<file path="config.mk">
export PLATFORM = sky130hd
export DESIGN_NAME = rtc_alarm_core
export DESIGN_NICKNAME = d
export VERILOG_FILES = /design/src/rtl/rtc_pkg.sv /design/src/rtl/rtc_alarm_slot.sv /design/src/rtl/rtc_alarm_core.sv
export SDC_FILE = /design/constraint.sdc
export NUM_CORES = 1
export LEC_CHECK = 0
export ABC_AREA = 1
export CAP_MARGIN = 30
export CORE_MARGIN = 4
export CORE_UTILIZATION = 43
export CTS_CLUSTER_SIZE = 25
export DETAILED_ROUTE_END_ITERATION = 7
export GPL_TIMING_DRIVEN = 0
export MAX_ROUTING_LAYER = met4
export PLACE_DENSITY_LB_ADDON = 0.2
export SYNTH_ARGS = -nofsm -noshare
export SYNTH_HDL_FRONTEND = slang
export SYNTH_SLANG_ARGS = --single-unit
</file>
<file path="constraint.sdc">
create_clock -name clk -period 12.8 [get_ports clk]
set_input_delay 1.28 -clock clk [delete_from_list [all_inputs] [get_ports clk]]
set_output_delay 1.28 -clock clk [all_outputs]
set_load 0.05 [all_outputs]
</file>
<file path="src/rtl/rtc_pkg.sv">
// rtc_pkg: shared definitions for the RTC alarm core.
// Packed 20-bit BCD time layout, digit limits, and helper functions for
// validating and converting hours between 12 h and 24 h form.
package rtc_pkg;

  localparam int TIME_W = 20;

  localparam int H1_LSB = 18;
  localparam int H1_W   = 2;
  localparam int H0_LSB = 14;
  localparam int H0_W   = 4;
  localparam int M1_LSB = 11;
  localparam int M1_W   = 3;
  localparam int M0_LSB = 7;
  localparam int M0_W   = 4;
  localparam int S1_LSB = 4;
  localparam int S1_W   = 3;
  localparam int S0_LSB = 0;
  localparam int S0_W   = 4;

  localparam logic [3:0] UNITS_MAX = 4'd9;
  localparam logic [2:0] TENS_MAX  = 3'd5;
  localparam logic [1:0] H1_MAX    = 2'd2;
  localparam logic [5:0] HOUR_MAX  = 6'd23;

  typedef struct packed {
    logic [H1_W-1:0] h1;
    logic [H0_W-1:0] h0;
    logic [M1_W-1:0] m1;
    logic [M0_W-1:0] m0;
    logic [S1_W-1:0] s1;
    logic [S0_W-1:0] s0;
  } time_t;

  // Binary hour; 6 bits so that out-of-range digits cannot wrap into range.
  function automatic logic [5:0] hour_of(time_t t);
    return 6'(t.h1) * 6'd10 + 6'(t.h0);
  endfunction

  function automatic time_t with_hour(time_t t, logic [5:0] h);
    time_t r;
    r    = t;
    r.h1 = 2'(h / 6'd10);
    r.h0 = 4'(h % 6'd10);
    return r;
  endfunction

  function automatic logic digits_valid(time_t t);
    return (t.h1 <= H1_MAX) && (t.h0 <= UNITS_MAX) &&
           (t.m1 <= TENS_MAX) && (t.m0 <= UNITS_MAX) &&
           (t.s1 <= TENS_MAX) && (t.s0 <= UNITS_MAX);
  endfunction

  function automatic logic bcd_valid_24h(time_t t);
    return digits_valid(t) && (hour_of(t) <= HOUR_MAX);
  endfunction

  function automatic logic bcd_valid_12h(time_t t);
    return digits_valid(t) && (hour_of(t) >= 6'd1) && (hour_of(t) <= 6'd12);
  endfunction

  function automatic time_t to_24h(time_t t, logic pm);
    logic [5:0] h;
    h = hour_of(t);
    if (h == 6'd12) h = pm ? 6'd12 : 6'd0;
    else if (pm)    h = h + 6'd12;
    return with_hour(t, h);
  endfunction

  function automatic time_t to_12h(time_t t);
    logic [5:0] h;
    h = hour_of(t);
    if (h == 6'd0)       h = 6'd12;
    else if (h > 6'd12)  h = h - 6'd12;
    return with_hour(t, h);
  endfunction

endpackage

</file>
<file path="src/rtl/rtc_alarm_slot.sv">
// rtc_alarm_slot: one alarm slot - stored 24 h time, enable and sticky ring.
// Ports:
//   clk, rst      clock and synchronous active-high reset
//   wr_i          validated write to this slot (stores value/enable, clears ring)
//   en_i          enable bit written with the slot
//   value_i       alarm time to store
//   inc_i         time register increments on this edge
//   time_i        time value after that increment
//   ack_i         ring clear request
//   ring_o        sticky ring flag
module rtc_alarm_slot
  import rtc_pkg::*;
(
  input  logic  clk,
  input  logic  rst,
  input  logic  wr_i,
  input  logic  en_i,
  input  time_t value_i,
  input  logic  inc_i,
  input  time_t time_i,
  input  logic  ack_i,
  output logic  ring_o
);

  time_t value_q;
  logic  en_q;
  logic  ring_q;
  logic  ring_d;
  logic  match;

  assign match = inc_i && en_q && (time_i == value_q);

  // A rewrite beats a coincident match; a match beats a coincident ack.
  always_comb begin
    ring_d = ring_q;
    if (wr_i)        ring_d = 1'b0;
    else if (match)  ring_d = 1'b1;
    else if (ack_i)  ring_d = 1'b0;
  end

  always_ff @(posedge clk) begin
    if (rst) begin
      value_q <= '0;
      en_q    <= 1'b0;
      ring_q  <= 1'b0;
    end else begin
      if (wr_i) begin
        value_q <= value_i;
        en_q    <= en_i;
      end
      ring_q <= ring_d;
    end
  end

  assign ring_o = ring_q;

endmodule

</file>
<file path="src/rtl/rtc_alarm_core.sv">
// rtc_alarm_core: synchronous BCD real-time clock with prescaler, 12/24 h
// display and NUM_ALARMS alarm slots.
// Ports:
//   clk, rst      clock and synchronous active-high reset
//   mode_12h      12 h display and set interpretation
//   set_time      load set_value (with set_pm in 12 h mode)
//   alarm_wr      write alarm slot alarm_id with alarm_value / alarm_en_in
//   alarm_ack     per-slot ring clear
//   hh_mm_ss      registered, mode-converted display time
//   am_pm         internal hour >= 12
//   sec_tick      pulse on each one-second increment
//   set_err       pulse on a rejected set or alarm write
//   alarm_ring    sticky per-slot match flags
module rtc_alarm_core
  import rtc_pkg::*;
#(
  parameter int CLK_DIV    = 2,
  parameter int NUM_ALARMS = 4,
  parameter int AID_W      = (NUM_ALARMS > 1) ? $clog2(NUM_ALARMS) : 1
) (
  input  logic                  clk,
  input  logic                  rst,
  input  logic                  mode_12h,
  input  logic                  set_time,
  input  logic [TIME_W-1:0]     set_value,
  input  logic                  set_pm,
  input  logic                  alarm_wr,
  input  logic [AID_W-1:0]      alarm_id,
  input  logic [TIME_W-1:0]     alarm_value,
  input  logic                  alarm_en_in,
  input  logic [NUM_ALARMS-1:0] alarm_ack,
  output logic [TIME_W-1:0]     hh_mm_ss,
  output logic                  am_pm,
  output logic                  sec_tick,
  output logic                  set_err,
  output logic [NUM_ALARMS-1:0] alarm_ring
);

  localparam int PW = (CLK_DIV > 1) ? $clog2(CLK_DIV) : 1;
  localparam logic [PW-1:0] PRE_LAST = PW'(CLK_DIV - 1);

  logic [PW-1:0] presc_q, presc_d;
  time_t         time_q, time_d, time_inc;
  time_t         disp_q, disp_d;
  logic          am_pm_q, sec_tick_q, set_err_q;

  time_t set_t, alarm_t;
  logic  set_ok, set_load, wrap, inc, alarm_ok, alarm_wr_ok;

  assign set_t   = set_value;
  assign alarm_t = alarm_value;

  assign set_ok      = mode_12h ? bcd_valid_12h(set_t) : bcd_valid_24h(set_t);
  assign set_load    = set_time && set_ok;
  assign wrap        = (presc_q == PRE_LAST);
  assign inc         = wrap && !set_load;
  assign alarm_ok    = bcd_valid_24h(alarm_t);
  assign alarm_wr_ok = alarm_wr && alarm_ok;

  // Full carry cascade resolved combinationally in one cycle.
  always_comb begin
    time_inc = time_q;
    if (time_q.s0 != UNITS_MAX) time_inc.s0 = time_q.s0 + 4'd1;
    else begin
      time_inc.s0 = '0;
      if (time_q.s1 != TENS_MAX) time_inc.s1 = time_q.s1 + 3'd1;
      else begin
        time_inc.s1 = '0;
        if (time_q.m0 != UNITS_MAX) time_inc.m0 = time_q.m0 + 4'd1;
        else begin
          time_inc.m0 = '0;
          if (time_q.m1 != TENS_MAX) time_inc.m1 = time_q.m1 + 3'd1;
          else begin
            time_inc.m1 = '0;
            time_inc = with_hour(time_inc, (hour_of(time_q) == HOUR_MAX) ?
                                           6'd0 : hour_of(time_q) + 6'd1);
          end
        end
      end
    end
  end

  // An accepted set restarts the second; a rejected one leaves counting alone.
  always_comb begin
    presc_d = presc_q + PW'(1);
    time_d  = time_q;
    if (set_load) begin
      presc_d = '0;
      time_d  = mode_12h ? to_24h(set_t, set_pm) : set_t;
    end else if (wrap) begin
      presc_d = '0;
      time_d  = time_inc;
    end
    disp_d = mode_12h ? to_12h(time_d) : time_d;
  end

  always_ff @(posedge clk) begin
    if (rst) begin
      presc_q    <= '0;
      time_q     <= '0;
      disp_q     <= '0;
      am_pm_q    <= 1'b0;
      sec_tick_q <= 1'b0;
      set_err_q  <= 1'b0;
    end else begin
      presc_q    <= presc_d;
      time_q     <= time_d;
      disp_q     <= disp_d;
      am_pm_q    <= (hour_of(time_d) >= 6'd12);
      sec_tick_q <= inc;
      set_err_q  <= (set_time && !set_ok) || (alarm_wr && !alarm_ok);
    end
  end

  // Out-of-range alarm_id matches no slot, so the write simply falls away.
  for (genvar g = 0; g < NUM_ALARMS; g++) begin : g_slot
    rtc_alarm_slot u_slot (
      .clk     (clk),
      .rst     (rst),
      .wr_i    (alarm_wr_ok && (32'(alarm_id) == g)),
      .en_i    (alarm_en_in),
      .value_i (alarm_t),
      .inc_i   (inc),
      .time_i  (time_inc),
      .ack_i   (alarm_ack[g]),
      .ring_o  (alarm_ring[g])
    );
  end

  assign hh_mm_ss = disp_q;
  assign am_pm    = am_pm_q;
  assign sec_tick = sec_tick_q;
  assign set_err  = set_err_q;

endmodule

</file>
==> results.yml <==
route:
  route.detailed.drc: 0
  routed_wl_um: 22900
  vias: 7507
  first_pass_iters: 5
  vias_per_cell: 5.19
  drt_iter0_drc: 634
  ant_nets: 0
  wl_per_cell_um: 15.8
pwr:
  max-vdd-ir-drop_mv: 0.100
  swShare: 0.375
  p_leak_nw: 4.08
  combPwrFrac: 0.327
  internal_power_mw: 0.783
  seqPwrFrac: 0.309
  power_switching_mw: 0.471
  pwr-share-clk: 0.364
  p_per_area_nw_per_um2: 134
flow_run:
  maxCapViolCount: 0
cts:
  cts_resized: 0
  htreeDepth: 4
  clock_sinks: 118
  clkTransAtPathRegs_ps: 60
  cts_max_path_buffers: 2
  post_cts_buffers: 0
  hold_buffers: 0
  cts_buffers: 17
  root_buffer: "clkbuf_16"
  cts_tree: "done"
  clkLatencyLatePin_ps: 420
placement:
  gp_congestion: 0.942
  io_buffers: 78
  hpwl_um: 17400
logic_synthesis:
  synth_area_um2: 7720
  async_reset_ff_frac: 0
  synth_area_per_cell_um2: 6.95
  synth-main-ff-cell: "dfxtp_1"
  synth_edf_count: 0
  synth-seq-cells: 118
  synthCells: 1111
  ys_seq_area_frac: 0.306
  synth.net_count: 1196
  ys_warn_count: 0
  synth.distinct_cells: 54
final_layout:
  final_nets: 1294
  area_growth_syn_to_layout_pct: 21.1
  fillers: 1752
  antennaDiodeCount: 0
  drive_gt1_frac: 0.111
setup_path:
  cp_slowest_stage_delay_ps: 550
  cp_slowest_cell: "a221oi_1"
  critPathLaunchType: "input port"
  crit_type: "input port to flip-flop"
  worst_ep_arrival_time_ps: 8030
  crit_fanout: 6
  end_kind: "flip-flop"
  cp.required_ps: 13120
  cp_common_cell: "nand2_1"
grt:
  grt_max_degree: 17
  antenna_found_initial: 0
  grt_overflow: 0
  track_usage: 0.237
  grt_pass1_vias: 7158
  grt_pass1_wl_um: 36800
sta:
  period_needed_ps: 7710
  finalHoldWorstSlack_ps: 460
  final_hold_viol_count: 0
  grt_setup_unrepaired: "false"
  fmax_mhz: 130
  finalSetupTns_ps: 0
  tightestPinTransition_ps: 975
  drv_slew: 0
  fin_crit_sh: 0.603
  fin_skew_ps: 11.2
  slew_headroom: 0.345
  finalSetupViolCount: 0
min_path:
  hp-class: "flip-flop to flip-flop"
die:
  die_y_um: 142
  die_x_um: 142
  die-area_um2: 20200
  start_util: 0.442
  design.portCount: 80
  row_count: 48
  core-area_um2: 17500
outcome:
  outcome: "finished, final reports clean"
## metrics by stage
stage	area, um2	util	total power [mW]	instances	setup slack, ps
finish	9350	0.535	1.25	1447	5090
global route	9350	0.535	1.33	1447	4450
CTS	9350	0.535	1.26	1447	5100
detailed placement	8790	0.503	0.805	1415	4710
global placement	8780	0.503	0.800	1414	4860
floorplan	7720	-	0.704	1111	6010
## cells by family (layout without fill, tap and decap cells)
family                   after synthesis  in the layout  share of synthesized area
XOR/XNOR                              68             68                     0.0781
AO/OA/AOI/OAI                        228            228                      0.163
AND/OR/NAND/NOR                      456            456                      0.287
buffers and inverters                209            320                      0.111
adder cells (fa/ha/maj)               32             32                     0.0557
flip-flops                           118            118                      0.306
## metal layers
layer | global-route usage | routed length (um) | vias to the layer above
li1 | - | - | 3805
met1 | 0.307 | 10500 | 3436
met2 | 0.384 | 10600 | 233
met3 | 0.0326 | 1360 | 33
met4 | 0.0722 | 420 | 0
met5 | - | 0 | -
## placed cells by master, fill, tap and decap left out, types with 7 or more instances in the layout
master	count
buf_4	19
nand3_2	13
o21ai_0	122
xnor2_1	9
nor4_1	9
xor2_1	58
nand2_2	26
clkbuf_1	29
clkdlybuf4s50_1	78
nor3_1	18
clkbuf_16	17
dfxtp_1	118
nor2_1	137
nand2_1	152
o21ai_1	11
a31oi_1	7
nand4_1	14
nand2_4	7
ha_1	28
nand3_1	58
a21oi_1	58
inv_2	14
inv_1	141
## state kept, by name, summed over array words and instances, names as in the netlist
signal                 cells
set_err                    1
hh_mm_ss                   6
presc_q                    1
time_q                    20
g_slot.u_slot.value_q     80
g_slot.u_slot.en_q         4
g_slot.u_slot.ring_o       4
sec_tick                   1
am_pm                      1
## cells in the mapped netlist, drive strengths merged (3+ instances only)
cell type,number,share of area
a31oi,7,0.0057
a32oi,3,0.0034
inv,155,0.075
nor4,9,0.0073
o21ai,135,0.089
nor2,146,0.078
xnor2,9,0.010
nor3,19,0.014
clkinv,3,0.0015
o211ai,5,0.0049
clkbuf,29,0.014
ha,28,0.045
xor2,59,0.068
buf,22,0.020
a2111oi,4,0.0045
nand2,186,0.11
nand4,15,0.013
dfxtp,118,0.31
a21oi,59,0.039
nand3,74,0.061
fa,4,0.010
## path summary, 6_finish.rpt
path	start	end	slack [ps]	depth (start not counted)
max reg2reg	time_q[15]$_SDFF_PP0_	hh_mm_ss[17]$_SDFF_PP0_	6240	46
min reg2reg	g_slot[2].u_slot.en_q$_SDFFE_PP0P_	g_slot[2].u_slot.en_q$_SDFFE_PP0P_	460	2
max	set_value[18]	hh_mm_ss[17]$_SDFF_PP0_	5090	49
min	g_slot[2].u_slot.en_q$_SDFFE_PP0P_	g_slot[2].u_slot.en_q$_SDFFE_PP0P_	460	2
## critical path: cells and delay by family
family,cells,cell delay (ps)
fa+ha+maj,8,2010
xor+xnor,2,360
compound gates,4,910
buf+inv,9,1080
simple gates,26,2380
## power by group through the flow
stage / clock network (mW) / logic (mW) / registers [mW]
finish: 0.456 / 0.410 / 0.388
detailed placement: 0 / 0.409 / 0.396
floorplan: 0 / 0.281 / 0.423
global placement: 0 / 0.404 / 0.396
CTS: 0.461 / 0.412 / 0.388
global route: 0.477 / 0.460 / 0.389
## layout make-up
type / count / area, um2 / area share
Timing Repair Buffer: 79 / 788 / 0.0843
Clock buffer: 17 / 425 / 0.0455
Tap cell: 225 / 282 / 0.0301
Multi-Input combinational cell: 784 / 4500 / 0.482
Buffer: 51 / 263 / 0.0281
Clock inverter: 15 / 135 / 0.0144
Sequential cell: 118 / 2360 / 0.253
Inverter: 158 / 593 / 0.0634
(Power assumes the default switching activity.)
